$ cat config.mk
export PLATFORM = sky130hd
export DESIGN_NAME = alu_issue_ctrl
export DESIGN_NICKNAME = d
export VERILOG_FILES = /design/src/rtl/alu_issue_pkg.sv /design/src/rtl/alu_issue_ctrl_flags.sv /design/src/rtl/alu_issue_ctrl.sv
export SDC_FILE = /design/constraint.sdc
export NUM_CORES = 1
export LEC_CHECK = 0
export CAP_MARGIN = 10
export CORE_ASPECT_RATIO = 1.25
export CORE_UTILIZATION = 46
export DETAILED_ROUTE_END_ITERATION = 8
export HOLD_SLACK_MARGIN = 0.06
export PLACE_DENSITY = 0.78
export SLEW_MARGIN = 30
export SYNTH_ARGS = -nofsm -noshare
export SYNTH_HDL_FRONTEND = slang
export SYNTH_SLANG_ARGS = --single-unit
$ cat constraint.sdc
create_clock -name clk -period 3.25 [get_ports clk]
set_clock_uncertainty 0.1 [all_clocks]
set_input_delay 0.325 -clock clk [delete_from_list [all_inputs] [get_ports clk]]
set_output_delay 0.325 -clock clk [all_outputs]
set_load 0.02 [all_outputs]
$ cat src/rtl/alu_issue_pkg.sv
// Shared opcode constants and issue-FSM state encoding for alu_issue_ctrl.
package alu_issue_pkg;
  localparam logic [1:0] OP_ADD = 2'b00;
  localparam logic [1:0] OP_OR  = 2'b01;
  localparam logic [1:0] OP_SUB = 2'b10;
  localparam logic [1:0] OP_XOR = 2'b11;

  typedef enum logic [1:0] {IDLE = 2'd0, ISSUE = 2'd1, RESP = 2'd2} state_e;
endpackage

$ cat src/rtl/alu_issue_ctrl_flags.sv
// Combinational carry/zero flags for an issued ALU op; used only under ALU_ISSUE_FLAGS_EN.
module alu_issue_flags
  import alu_issue_pkg::*;
#(
  parameter int N = 3
) (
  input  logic [N-1:0] acc_i,
  input  logic [N-1:0] opd_i,
  input  logic [1:0]   op_i,
  input  logic [N-1:0] alu_out_i,
  output logic         carry_o,
  output logic         zero_o
);
  logic [N:0] sum;

  assign sum = {1'b0, acc_i} + {1'b0, opd_i};

  always_comb begin
    carry_o = 1'b0;
    case (op_i)
      OP_ADD:  carry_o = (sum >> N) != '0;
      OP_SUB:  carry_o = acc_i < opd_i;
      default: carry_o = 1'b0;
    endcase
  end

  assign zero_o = (alu_out_i == '0);
endmodule

$ cat src/rtl/alu_issue_ctrl.sv
// Command issuer/accumulator driving an external combinational ALU.
// Optional registered carry/zero flags under `ALU_ISSUE_FLAGS_EN.
module alu_issue_ctrl
  import alu_issue_pkg::*;
#(
  parameter int N = 3
) (
  input  logic         clk,
  input  logic         rst,
  input  logic         cmd_valid,
  output logic         cmd_ready,
  input  logic [1:0]   cmd_op,
  input  logic [N-1:0] cmd_operand,
  input  logic         cmd_load,
  input  logic         cmd_wb,
  input  logic         acc_clr,
  output logic [N-1:0] alu_in1,
  output logic [N-1:0] alu_in0,
  output logic [1:0]   alu_opcode,
  input  logic [N-1:0] alu_out,
  output logic         rsp_valid,
  input  logic         rsp_ready,
  output logic [N-1:0] rsp_data,
  output logic [N-1:0] acc
`ifdef ALU_ISSUE_FLAGS_EN
  ,
  output logic         rsp_carry,
  output logic         rsp_zero
`endif
);
  state_e       state_q, state_d;
  logic [N-1:0] opd_q, opd_d;
  logic         load_q, load_d, wb_q, wb_d;
  logic [N-1:0] res_q, res_d, acc_q, acc_d;
  logic [N-1:0] in1_q, in1_d, in0_q, in0_d;
  logic [1:0]   opc_q, opc_d;
  logic         accept;

  assign accept    = cmd_valid && (state_q == IDLE);
  assign cmd_ready = (state_q == IDLE) && !rst;
  assign rsp_valid = (state_q == RESP);
  assign rsp_data  = res_q;
  assign acc       = acc_q;
  assign alu_in1   = in1_q;
  assign alu_in0   = in0_q;
  assign alu_opcode = opc_q;

  always_comb begin
    state_d = state_q;
    case (state_q)
      IDLE:    if (cmd_valid) state_d = ISSUE;
      ISSUE:   state_d = RESP;
      RESP:    if (rsp_ready) state_d = IDLE;
      default: state_d = IDLE;
    endcase
  end

  always_comb begin
    opd_d  = opd_q;
    load_d = load_q;
    wb_d   = wb_q;
    res_d  = res_q;
    acc_d  = acc_q;
    in1_d  = in1_q;
    in0_d  = in0_q;
    opc_d  = opc_q;
    if (accept) begin
      opd_d  = cmd_operand;
      load_d = cmd_load;
      wb_d   = cmd_wb;
      // Loads never reach the ALU, so its drive registers keep their old values.
      if (!cmd_load) begin
        in1_d = acc_clr ? '0 : acc_q;
        in0_d = cmd_operand;
        opc_d = cmd_op;
      end
    end
    if (state_q == ISSUE) begin
      res_d = load_q ? opd_q : alu_out;
      if (load_q || wb_q) acc_d = res_d;
    end
    if (acc_clr) acc_d = '0;
  end

  always_ff @(posedge clk or posedge rst) begin
    if (rst) begin
      state_q <= IDLE;
      opd_q   <= '0;
      load_q  <= 1'b0;
      wb_q    <= 1'b0;
      res_q   <= '0;
      acc_q   <= '0;
      in1_q   <= '0;
      in0_q   <= '0;
      opc_q   <= '0;
    end else begin
      state_q <= state_d;
      opd_q   <= opd_d;
      load_q  <= load_d;
      wb_q    <= wb_d;
      res_q   <= res_d;
      acc_q   <= acc_d;
      in1_q   <= in1_d;
      in0_q   <= in0_d;
      opc_q   <= opc_d;
    end
  end

`ifdef ALU_ISSUE_FLAGS_EN
  logic fl_carry, fl_zero, carry_q, zero_q;

  alu_issue_flags #(.N(N)) u_flags (
    .acc_i     (in1_q),
    .opd_i     (in0_q),
    .op_i      (opc_q),
    .alu_out_i (alu_out),
    .carry_o   (fl_carry),
    .zero_o    (fl_zero)
  );

  always_ff @(posedge clk or posedge rst) begin
    if (rst) begin
      carry_q <= 1'b0;
      zero_q  <= 1'b0;
    end else if (state_q == ISSUE) begin
      carry_q <= load_q ? 1'b0 : fl_carry;
      zero_q  <= load_q ? (opd_q == '0) : fl_zero;
    end
  end

  assign rsp_carry = carry_q;
  assign rsp_zero  = zero_q;
`endif
endmodule

# After elaboration in Yosys (flattened, before gate mapping)
# Index checks and enable logic that the tools add are counted.
[classes]
n_addsub = 0
multipliers = 0
div = 0
n_lt_le_gt_ge = 0
n_eq_ne = 4
shifts = 0
mux = 8
n_bitwise = 1
n_reduce_logical = 10
[ops]
columns = ["operator", "n"]
rows = [
  ["$mux 3", 5],
  ["$pmux 2 s3", 1],
  ["$reduce_and 2->1", 3],
  ["$mux 2", 2],
  ["$reduce_bool 2->1", 2],
  ["$eq 2x1->1 const B", 1],
  ["$eq 2x2->1 const B", 1],
  ["$logic_and 1x1->1", 2],
  ["$logic_not 2->1", 1],
  ["$ne 2x1->1 const B", 1],
  ["$ne 2x2->1 const B", 1],
  ["$logic_not 1->1", 1],
  ["$logic_or 1x1->1", 1],
  ["$not 1->1", 1],
]
[word_totals]
ff_bits = 21
latchBits = 0
mem_bits_rw = 0
rom_bits = 0
in_bits = 15
out_inout_bits = 16
wordCells = 32
memories = 0

# Logic depth before layout (Yosys ltp)
# Gate-level depths: netlist of the first run.
[logic_depth]
ltp_word = 4
ltp_mapped = 4
depth_no_buf = 3

# Worst setup path after synthesis of the first run
# No wires, ideal clock.
[synth_path]
path_type = "register to register"
from = "reg state_q[0]"
to = "reg in0_q[2], in the netlist alu_in0[2]"
setup_ps = 125
t_arrival_ps = 1383
t_required_ps = 3025
slack_ps = 1642
stages_incl_launch_ff = 4
path_buffers = 1
synth_period_minus_slack_ps = 1608
cell_sequence = "dfrtp_1 > or4b_4 > buf_6 > mux2_4"
[synth_via]
elab_chain_cells = 3
[synth_lines]
columns = ["element", "line_no", "rtl"]
rows = [
  ["start, declared", "alu_issue_ctrl.sv:31", "state_e state_q, state_d;"],
  ["start signal, assigned", "alu_issue_ctrl.sv:97", "state_q <= state_d;"],
  ["$logic_not 2->1", "alu_issue_ctrl.sv:39", "assign accept = cmd_valid && (state_q == IDLE);"],
  ["$logic_and 1x1->1", "alu_issue_ctrl.sv:39", ""],
  ["$reduce_and 2->1 (no source line)", "--", ""],
  ["end signal, assigned", "alu_issue_ctrl.sv:104", "in0_q <= in0_d;"],
  ["end, declared", "alu_issue_ctrl.sv:35", "logic [N-1:0] in1_q, in1_d, in0_q, in0_d;"],
]
# No other way between the ends.
# A chain may end at the register's enable or synchronous reset.

# Final worst setup path of the first run
[layout_path]
from = "reg state_q[0]"
to = "out cmd_ready"
[layout_via]
elab_chain_cells = 2
[layout_lines]
columns = ["element", "line_no", "rtl"]
rows = [
  ["$logic_not 2->1", "alu_issue_ctrl.sv:40", "assign cmd_ready = (state_q == IDLE) && !rst;"],
  ["$logic_and 1x1->1", "alu_issue_ctrl.sv:40", ""],
  ["end, declared", "alu_issue_ctrl.sv:11", "output logic cmd_ready,"],
]
# No other way between the ends.

==> results of run 1 <==
[logic make-up after synthesis]
family / Yosys count / share of synthesized area (%)
flops: 21 / 60.0
simple gates: 18 / 12.4
compound gates: 14 / 8.29
mux: 12 / 16.3
buf+inv: 5 / 3.00
[power breakdown]
group | switching, mW | leakage (nW) | total, mW | internal [mW]
clock | 0.0729 | 0.0150 | 0.121 | 0.0478
sequential | 0.0750 | 0.262 | 0.444 | 0.369
combinational | 0.219 | 0.250 | 0.476 | 0.257
total | 0.367 | 0.527 | 1.04 | 0.674
[worst max-delay path, delay by kind of cell (launching register included)]
family / cells / cell delay [ns]
buf+inv: 1 / 0.62
simple gates: 1 / 0.19
flops: 1 / 0.43
[how the worst min path moves through the flow]
stage / start / to / slack, ns / cells past startpoint
2_1_floorplan: rst / acc[0] / 0.20 / 1
3_3_place_gp: alu_in1[2] / alu_in1[2] / 0.36 / 2
3_5_place_dp: rsp_data[0] / rsp_data[0] / 0.37 / 2
4_1_cts: rsp_data[0] / rsp_data[0] / 0.40 / 2
5_1_grt: alu_in1[2] / alu_in1[2] / 0.41 / 2
6_report: rst / state_q[0] / 0.37 / 2
[sequential cells by signal, indices dropped and copies added (netlist names)]
signal / count
wb_q: 1
load_q: 1
rsp_data: 3
acc: 3
opd_q: 3
alu_in0: 3
alu_opcode: 2
state_q: 2
alu_in1: 3
[final cells by class]
type,instances,area (µm²),area share (%)
inverters,2,7.51,0.622
well taps,19,23.8,1.97
multi-input cells,44,324,26.8
repair buffers,30,300,24.9
clock buffers,4,26.3,2.18
flip-flops and latches,21,526,43.5
[routing by layer]
layer / track usage, % / vias up / part of all wire [%]
met5: 0 / - / 0
met4: 6.67 / 0 / 1.6
met3: 3.54 / 5 / 5.6
met2: 27.3 / 24 / 49
met1: 22.2 / 295 / 43
li1: - / 305 / -
[cells in the mapped netlist]
library cell   n  share of area [%]
inv_1          2               0.86
clkbuf_1       2               0.86
buf_6          1                1.3
mux2_4         3                5.1
nand2b_1       4                2.9
dfrtp_1       21                 60
o21a_1         1               0.86
nor3b_2        1                1.4
a21oi_1        3                1.7
o21ai_0       10                5.7
nor2_1         1               0.43
mux2i_1        3                3.4
or2b_1         1               0.86
nor3_1         1               0.57
or4b_4         1                1.6
nand2_1        6                2.6
mux2_2         6                7.7
or3_1          3                2.1
[per-stage QoR]
stage	std cells	hold WS, ns
after floorplan	70	0.202
after global placement	116	0.361
after detailed placement	116	0.373
after CTS	120	0.398
after global routing	120	0.415
final	120	0.373
==> results.toml, run 1 <==
[setup_path]
critPathKind = "reg2out"
cp_slowest_cell = "clkdlybuf4s50_1"
endpoint = "cmd_ready"
required_ns = 2.82
cp_slowest_stage_delay_ns = 0.62
rr_startpoint = "state_q[0]"
critical_path.reg2reg.endpoint = "alu_in0[2]"
critPathMaxFanout = 5
end_kind = "output pin"
cp_cell_sequence = "nor3_1 -> clkdlybuf4s50_1"
startpoint = "state_q[0]"
arrival_ns = 1.54
reg2reg_depth = 2
rrSetupSlack_ns = 1.61
start_kind = "flop"

[clock_tree]
cts_tree = "yes"
clock_latency_ns = 0.30
postCtsHoldBufs = 0
ctsResizeCount = 0
clockBufferDepth = 2
postCtsSetupRepairBufs = 0
numCtsBuffers = 3
clock-sinks = 21
cts.htree.levels = 1
clockRootBuffer = "clkbuf_4"
clk_pin_slew_ns = 0.11

[sta]
slew_headroom_pct = 49.3
drv_slew = 0
setup_viol = 0
finalWorstSetupSlack_ns = 1.28
fin_crit_ns = 1.97
fin_crit_sh_pct = 60.6
worst_slew_pin_slew_ns = 0.760
max_freq_ghz = 0.508
finalSetupTns_ns = 0
rsz0062_at_grt = "false"
hold_viol = 0

[global_route]
grt_pass1_vias = 579
antenna_found_initial = 0
grt.total_usage_pct = 17.3
grt_pass1_wl_mm = 2.46
globalRoute.totalOverflow = 0
grt_max_degree = 22

[pwr]
p_total_mw = 1.04
powerDensity_nw_per_um2 = 861
leakage_nw = 0.527
max-vdd-ir-drop_uv = 481

[outcome]
status = "completed"

[layout]
drive_gt1_share_pct = 13.9
area_growth_pct = 37.9
design_area_um2 = 1210
nNetsFinal = 117
final_common_cell = "clkdlybuf4s50_1"
nFillCells = 148
antenna_cells = 0
layout_common_cells = "clkdlybuf4s50_1, dfrtp_1, o21ai_0"
fin_util_pct = 67.6

[placement]
dpl-instance-area_um2 = 1180
dpl_worst_slack_ns = 1.31
gp_congestion = 0.710
io_buffers = 30
dp.final_hpwl_mm = 1.21

[run]
drv_cap = 0

[detailed_routing]
vias = 629
drt_iter0_markers = 7
totalWireLength_mm = 1.52
wire_per_inst_um = 12.7
ant_nets = 0
first_pass_iters = 3
drc_errors = 0
viasPerCell = 5.24

[floorplanning]
io_pins = 31
rows = 17
initial_core_util_pct = 49.0
fp.dieH_um = 50.8
dieArea_um2 = 2080
die_width_um = 41.0
coreArea_um2 = 1790

[synth]
syn_area_um2 = 876
yosys_warnings = 0
netlist_instances = 70
syn_avg_cell_area_um2 = 12.5
yosys.cell_types.count = 18
syn_nets = 85
ys_seq_area_share_pct = 60.0
synth-seq-cells = 21

[worst_hold_path]
hold_class = "in2async"
(Power assumes the default switching activity.)
==> run 2: changes to the inputs <==
--- a/config.mk
+++ b/config.mk
@@ -7,10 +7,10 @@
 export LEC_CHECK = 0
 export CAP_MARGIN = 10
 export CORE_ASPECT_RATIO = 1.25
-export CORE_UTILIZATION = 46
+export CORE_UTILIZATION = 39
 export DETAILED_ROUTE_END_ITERATION = 8
 export HOLD_SLACK_MARGIN = 0.06
-export PLACE_DENSITY = 0.78
+export PLACE_DENSITY = 0.7
 export SLEW_MARGIN = 30
 export SYNTH_ARGS = -nofsm -noshare
 export SYNTH_HDL_FRONTEND = slang
==> constraint.sdc (replaced) <==
create_clock -name clk -period 1.65 [get_ports clk]
set_clock_uncertainty 0.1 [all_clocks]
set_input_delay 0.165 -clock clk [delete_from_list [all_inputs] [get_ports clk]]
set_output_delay 0.165 -clock clk [all_outputs]
set_load 0.02 [all_outputs]
==> run 2 against run 1 <==
Against the previous run: power increased by 100%; sequential share of layout area shrank 1.8 points; core utilization is 6.0 points lower; register-to-register slack lost 1.5 ns; clock power up 110%; combinational power is 100% higher; final area grew 4.6%; first-iteration DRC count shrank 29%; die area increased by 17%; setup slack worse by 1.2 ns; critical path type is now reg2reg; critical endpoint is now alu_opcode[1]; largest cell class unchanged.
==> results.toml, run 2 (synthesis gave the netlist of run 1 again) <==
[layout]
drive_gt1_share_pct = 18.9
layout_common_cells = "clkdlybuf4s50_1, dfrtp_1, o21ai_0"
final_common_cell = "clkdlybuf4s50_1"
area_growth_pct = 44.1
seqCellArea_um2 = 527
nFillCells = 174
design_area_um2 = 1260
antenna_cells = 0
layout.cells.non_filler = 136
nNetsFinal = 122
multi_input_area_um2 = 324

[worst_hold_path]
hold_class = "in2async"

[detailed_routing]
ant_nets = 0
first_pass_iters = 3
vias = 637
totalWireLength_mm = 1.69
viasPerCell = 4.68
drt_iter0_markers = 5
wire_per_inst_um = 12.5
drc_errors = 0

[setup_path]
cp.buffers_inverters = 0
end_kind = "flop"
critical_path.reg2reg.endpoint = "alu_opcode[1]"
cp_top_family = "simple AND/OR/NAND/NOR gates"
start_kind = "flop"
cp_slowest_stage_delay_ns = 0.61
critPathMaxFanout = 8
path_depth = 2
required_ns = 1.76
cp_cell_sequence = "or4b_4 -> mux2_4"
endpoint = "alu_opcode[1]"
critPathKind = "reg2reg"
rr_startpoint = "state_q[1]"
reg2reg_depth = 2
cp_slowest_cell = "or4b_4"
arrival_ns = 1.70
rrSetupSlack_ns = 0.06
startpoint = "state_q[1]"

[pwr]
p_int_mw = 1.35
leakage_nw = 0.568
p_clk_share_pct = 12.0
p_seq_share_pct = 41.7
combPwrFrac_pct = 46.3
powerDensity_nw_per_um2 = 1670
p_sw_mw = 0.755
p_sw_share_pct = 35.9
p_total_mw = 2.11
max-vdd-ir-drop_uv = 871

[sta]
hold_viol = 0
worst_slew_pin_slew_ns = 0.328
rsz0062_at_grt = "false"
fin_crit_sh_pct = 96.3
fin_crit_ns = 1.59
max_freq_ghz = 0.629
drv_slew = 0
slew_headroom_pct = 78.1
setup_viol = 0
fin_hold_ws_ns = 0.0989
finalSetupTns_ns = 0

[floorplanning]
rows = 18
fp.dieH_um = 55.0
coreArea_um2 = 2050
io_pins = 31
die_width_um = 44.4
initial_core_util_pct = 42.7
dieArea_um2 = 2440

[run]
drv_cap = 0

[global_route]
grt_max_degree = 22
grt_pass1_wl_mm = 2.86
antenna_found_initial = 0
globalRoute.totalOverflow = 0
grt_pass1_vias = 615
grt.total_usage_pct = 17.2

[clock_tree]
postCtsHoldBufs = 0
cts.htree.levels = 1
clk_pin_slew_ns = 0.11
clock-sinks = 21
postCtsSetupRepairBufs = 0
clockRootBuffer = "clkbuf_4"
cts_tree = "yes"
clock_latency_ns = 0.31
clockBufferDepth = 2
numCtsBuffers = 3

[placement]
io_buffers = 30
gp_congestion = 0.666
dpl-instance-area_um2 = 1230
dp.final_hpwl_mm = 1.28
dp_cells = 132

[outcome]
status = "completed"
[run 2: power by group through the flow]
stage	sequential, mW	clock, mW	combinational [mW]
global placement	0.882	0	0.973
global route	0.913	0.278	1.05
CTS	0.880	0.257	0.985
detailed placement	0.887	0	0.999
finish	0.879	0.252	0.974
floorplan	1.01	0	0.422
[run 2: per-layer routing]
| metal | track usage [%] | routed length (µm) | vias to the layer above | share of wire, % |
|---|---|---|---|---|
| met5 | 0 | 0 | - | 0 |
| met4 | 9.09 | 36 | 0 | 2.1 |
| li1 | - | - | 311 | - |
| met3 | 3.57 | 106 | 5 | 6.3 |
| met1 | 20.4 | 721 | 293 | 43 |
| met2 | 29.4 | 829 | 28 | 49 |
[run 2: final cells by class]
| cell class | count | area share [%] |
|---|---|---|
| Clock buffer | 4 | 2.08 |
| Inverter | 2 | 0.595 |
| Multi-Input combinational cell | 44 | 25.7 |
| Sequential cell | 21 | 41.7 |
| Tap cell | 30 | 2.97 |
| Timing Repair Buffer | 35 | 27.0 |
[run 2: how the worst min path moves through the flow]
| stage | from | to | slack [ns] |
|---|---|---|---|
| global placement | alu_in1[1] | alu_in1[1] | 0.36 |
| global route | rst | acc[1] | 0.15 |
| finish | rst | state_q[1] | 0.1 |
| CTS | rst | acc[1] | 0.11 |
| detailed placement | alu_in1[2] | alu_in1[2] | 0.37 |
| floorplan | rst | acc[0] | 0.04 |
[run 2: worst reg2reg max path: stages, from the launching register on]
cell,delay [ns]
dfrtp_2,0.46
or4b_4,0.61
mux2_4,0.33
[run 2: timing repair]
action / in CTS / in global routing
setup endpoints to repair: 2 / 8
resized for setup: 2 / 4
pin swaps: 0 / 1
[run 2: through the flow]
step	setup slack [ns]	utilization [%]
finish	0.0603	61.6
global route	0.00351	61.6
CTS	0.0264	61.3
detailed placement	-0.0799	60.1
global placement	-0.0593	60.1
floorplan	0.0417	-
==> RTL edit 1 (settings of run 2) <==
Change the parameter `N` from 3 to 2.
--- a/src/rtl/alu_issue_ctrl.sv
+++ b/src/rtl/alu_issue_ctrl.sv
@@ -5,3 +5,3 @@
 #(
-  parameter int N = 3
+  parameter int N = 2
 ) (
Interface: changed (6 resized); port bits go from 31 to 25. The function was not compared with the original's and may differ.
==> RTL edit 1 against run 2 <==
- power decreased by 15%
- critical endpoint is now cmd_ready
- largest power group unchanged
- critical path depth unchanged
- final area decreased by 20%
- die area decreased by 20%
- setup slack improved by 52 ps
- sequential cell count decreased by 5
- wire length decreased by 21%
- synthesized area decreased by 21%
- register-to-register slack improved by 110 ps
==> RTL edit 1: results (changes against run 2) <==
Commonest cells post-synth - dfrtp_1 (16), mux2_4 (6), mux2_2 (3), o21ai_0 (3) (was dfrtp_1 (21), o21ai_0 (10), mux2_2 (6), nand2_1 (6), nand2b_1 (4))
Main synth FF type - dfrtp_1 (unchanged)
Ys Warns - 0 (unchanged)
Vias per cell - 5.01 (was 4.68)
Clk_lat worst skew - 280 ps (was 310 ps)
CTS max path bufs - 2 (unchanged)
Synthesized Nets - 63 (was 85)
Met1 WL - 546 um (was 721 um)
Drt first-iter violations - 3 (was 5)
Met2 WL - 720 um (was 829 um)
Vias in the first global route - 535 (was 615)
Slew @ Worst Pin - 243 ps (was 328 ps)
Kind of cell adding the most delay to the critical path - flip-flops (was simple AND/OR/NAND/NOR gates)
Final nets - 94 (was 122)
Sequential area share after synthesis - 57.9% (was 60.0%)
GRT met2 Usage - 28.7% (was 29.4%)
HP Class - in -> async (unchanged)
Status - finished, final reports clean (unchanged)
Drt pass-1 iters - 4 (was 3)
Critical Path Max Stage Delay - 450 ps (was 610 ps)
Post-DP Area - 978 um^2 (was 0.00123 mm^2)
Post-CTS Setup Inserts - 0 (unchanged)
Crit path max fanout - 5 (was 8)
Setup-failing EPs final - 0 (unchanged)
Compound-Gate Fraction of Synth Area - 6.15% (was 8.29%)
Fraction of registers with async set/reset - 100% (unchanged)
Leak - 0.458 nW (was 0.568 nW)
N_diodes - 0 (unchanged)
Total GRT Usage - 16.8% (was 17.2%)
Clock buffer count from CTS - 3 (unchanged)
Avg WL per Cell - 13.7 um (was 12.5 um)
Placer Congestion - 0.688 (was 0.666)
Max IR drop VDD - 0.763 mV (was 0.871 mV)
H-tree Lvls - 1 (unchanged)
Synth Area in XOR/XNOR - 0% (unchanged)
Global-route wire length before repair - 2.26 mm (was 2.86 mm)
M3 GR Usage - 4.11% (was 3.57%)
Synth Area in Adders - 0% (unchanged)
Arrival @ worst endpoint - 1270 ps (was 1700 ps)
Synth area leaders - dfrtp_1 (58%), mux2_4 (13%), mux2_2 (4.9%), mux2i_1 (2.9%), nor3b_4 (2.7%) (was dfrtp_1 (60%), mux2_2 (7.7%), o21ai_0 (5.7%), mux2_4 (5.1%), mux2i_1 (3.4%))
Worst path slowest cell - dfrtp_1 (was or4b_4)
Final HPWL DP - 1.08 mm (was 1.28 mm)
CTS root buf - clkbuf_4 (unchanged)
Library cells used by synthesis - 18 (unchanged)
Multiplexer share of the synthesized area - 20.8% (was 16.3%)
Reg clk slew, reported paths - 100 ps
Largest net degree at the start of global routing - 17 (was 22)
Detail Route met3 WL - 53 um (was 106 um)
Initial antenna violation count - 0 (unchanged)
M1 GR Usage - 19.6% (was 20.4%)
Highest routed metal layer - met4 (unchanged)
Share of cells above drive strength 1 - 25.0% (was 18.9%)
Input/output buffers - 24 (was 30)
==> RTL edit 1: logic make-up after synthesis <==
family,after synthesis
AO/OA/AOI/OAI,7
buffers and inverters,3
flip-flops,16
multiplexers,11
AND/OR/NAND/NOR,13
==> RTL edit 1: timing repair <==
item	CTS	global route
endpoints found under the setup margin	2	1
resized for setup	2	3
hold buffers	0	0
==> RTL edit 1: final timing paths <==
check	depth (start not counted)	end	from	slack, ps
worst min register to register	2	rsp_data[0]	rsp_data[0]	390
worst min-delay path	3	state_q[0]	rst	110
worst max register to register	4	alu_in1[0]	state_q[0]	170
max in group asynchronous	3	state_q[1]	rst	1150
worst max-delay path	2	cmd_ready	state_q[0]	110
min in group clk	2	state_q[1]	rsp_ready	370
==> RTL edit 1: final cells by class <==
type	instances	area (um^2)
fill	124	612
inverter	2	7.51
clock buffer	4	36.3
timing repair buffer	27	269
multi-input combinational	31	273
tap	18	22.5
sequential	16	402
==> RTL edit 1: worst reg2reg max path, stage by stage (launching register included) <==
cell and delay [ps]:
dfrtp_1 450, nor3b_4 200, and2b_1 190, buf_12 140
mux2_4 300
==> RTL edit 1: report_power, final <==
| part | internal [mW] | total (mW) | switching [mW] |
|---|---|---|---|
| registers | 0.569 | 0.696 | 0.127 |
| clock network | 0.134 | 0.256 | 0.122 |
| logic | 0.470 | 0.839 | 0.369 |
==> RTL edit 1: through the flow <==
| stage | std cells | util (%) | hold WS [ps] | setup slack, ps |
|---|---|---|---|---|
| 2_1_floorplan | 50 | - | -21.3 | 151 |
| 3_3_place_gp | 94 | 60.3 | 368 | -1.92 |
| 3_5_place_dp | 94 | 60.3 | 379 | 7.40 |
| 4_1_cts | 98 | 62.4 | 118 | 3.27 |
| 5_1_grt | 98 | 62.3 | 165 | 34.5 |
| 6_report | 98 | 62.3 | 112 | 112 |
==> RTL edit 2 (config.mk and constraints of run 2) <==
Made on the original files. Encoding of `state_e`: now one-hot (3 bits for 3 states).
--- a/src/rtl/alu_issue_pkg.sv
+++ b/src/rtl/alu_issue_pkg.sv
@@ -7,3 +7,3 @@
 
-  typedef enum logic [1:0] {IDLE = 2'd0, ISSUE = 2'd1, RESP = 2'd2} state_e;
+  typedef enum logic [2:0] {IDLE = 3'b001, ISSUE = 3'b010, RESP = 3'b100} state_e;
 endpackage
Function: no difference found for any inputs over 10 cycles, from zero or initial values and one cycle with rst high; not proved beyond that.
==> RTL edit 2 against run 2 <==
- critical path depth is 1 higher
- largest cell class unchanged
- sequential share of layout area is 1.2 points lower
- sequential cell count is 1 higher
- wire length is 15% higher
- combinational power is 2% lower
- final area is 8.1% higher
- first-iteration DRC count stayed put
- power is 0.15% higher
- setup slack worse by 56 ps
- non-clock buffer count is 2 higher
- synthesized area is 11% higher
==> RTL edit 2: results (changes against run 2) <==
Largest net degree at the start of global routing - 23 (was 22)
Pwr Density - 1550 mW/mm^2 (was 1670 mW/mm^2)
Reg power frac - 42.3% (was 41.7%)
DP Cell Count - 133 (was 132)
Met1 WL - 917 um (was 721 um)
Synthesized Nets - 84 (was 85)
Slew @ Worst Pin - 296 ps (was 328 ps)
Final-layout clock-cell area share - 1.92% (was 2.08%)
Library cells used by synthesis - 21 (was 18)
Fill count - 204 (was 174)
GRT met2 Usage - 23.8% (was 29.4%)
Nonclk buf count - 37 (was 35)
CTS resizes - 6 (was 2)
Met2 WL - 843 um (was 829 um)
Final nets - 124 (was 122)
Via total after detailed routing - 643 (was 637)
Worst path slowest cell - dfstp_2 (was or4b_4)
NonClk Buf Share - 25.4% (was 27.0%)
Leak - 0.602 nW (was 0.568 nW)
Vias in the first global route - 622 (was 615)
Pre-CTS setup slack - -132 ps (was -79.9 ps)
Syn Inst Count - 69 (was 70)
Avg WL per Cell - 14.0 um (was 12.5 um)
Final HPWL DP - 1.31 mm (was 1.28 mm)
M3 GR Usage - 5.61% (was 3.57%)
FF+latch count - 22 (was 21)
Drt pass-1 iters - 4 (was 3)
Core area - 0.00228 mm^2 (was 0.00205 mm^2)
Clock Power Share - 12.2% (was 12.0%)
Share of cells above drive strength 1 - 28.7% (was 18.9%)
Clock group total power - 257 uW (was 252 uW)
Global-route wire length before repair - 2.93 mm (was 2.86 mm)
Synth area leaders - dfrtp_1 (54%), mux2_4 (11%), mux2_2 (6.9%), mux2i_1 (5.1%), nor2_1 (3.1%) (was dfrtp_1 (60%), mux2_2 (7.7%), o21ai_0 (5.7%), mux2_4 (5.1%), mux2i_1 (3.4%))
Kind of cell adding the most delay to the critical path - flip-flops (was simple AND/OR/NAND/NOR gates)
Total internal power - 1.40 mW (was 1.35 mW)
Critical Path Max Stage Delay - 570 ps (was 610 ps)
Commonest cells post-synth - dfrtp_1 (21), nor2_1 (8), mux2_4 (7) (was dfrtp_1 (21), o21ai_0 (10), mux2_2 (6), nand2_1 (6), nand2b_1 (4))
Placer Congestion - 0.653 (was 0.666)
Status - finished, final reports clean (unchanged)
Arrival @ worst endpoint - 1750 ps (was 1700 ps)
Detail Route met3 WL - 123 um (was 106 um)
Multi-input gates - 43 (was 44)
Sequential area share after synthesis - 56.7% (was 60.0%)
Post-DP Area - 0.00133 mm^2 (was 0.00123 mm^2)
Fraction of area in multi-input gates - 28.8% (was 25.7%)
WL final - 1.94 mm (was 1.69 mm)
Crit path max fanout - 5 (was 8)
Max IR drop VDD - 1.13 mV (was 0.871 mV)
Seq area share - 40.5% (was 41.7%)
HP Class - in -> async (unchanged)
==> RTL edit 2: kinds of logic (layout without fill, tap and decap cells) <==
| family | count (synthesis) | count (layout) | synth area share (%) |
|---|---|---|---|
| buffers and inverters | 5 | 43 | 3.86 |
| multiplexers | 18 | 18 | 22.9 |
| AND/OR/NAND/NOR | 19 | 20 | 13.8 |
| flip-flops | 22 | 22 | 56.7 |
| AO/OA/AOI/OAI | 5 | 5 | 2.83 |
==> RTL edit 2: final timing paths <==
| kind | startpoint | to | slack, ps | depth (start not counted) |
|---|---|---|---|---|
| setup / recovery | state_q[0] | alu_in0[2] | 4 | 3 |
| hold / removal | rst | wb_q | 100 | 3 |
| setup reg to reg | state_q[0] | alu_in0[2] | 4 | 3 |
| hold reg to reg | alu_in0[2] | alu_in0[2] | 420 | 1 |
| max in group asynchronous | rst | state_q[0] | 1070 | 3 |
| min in group clk | cmd_wb | wb_q | 350 | 2 |
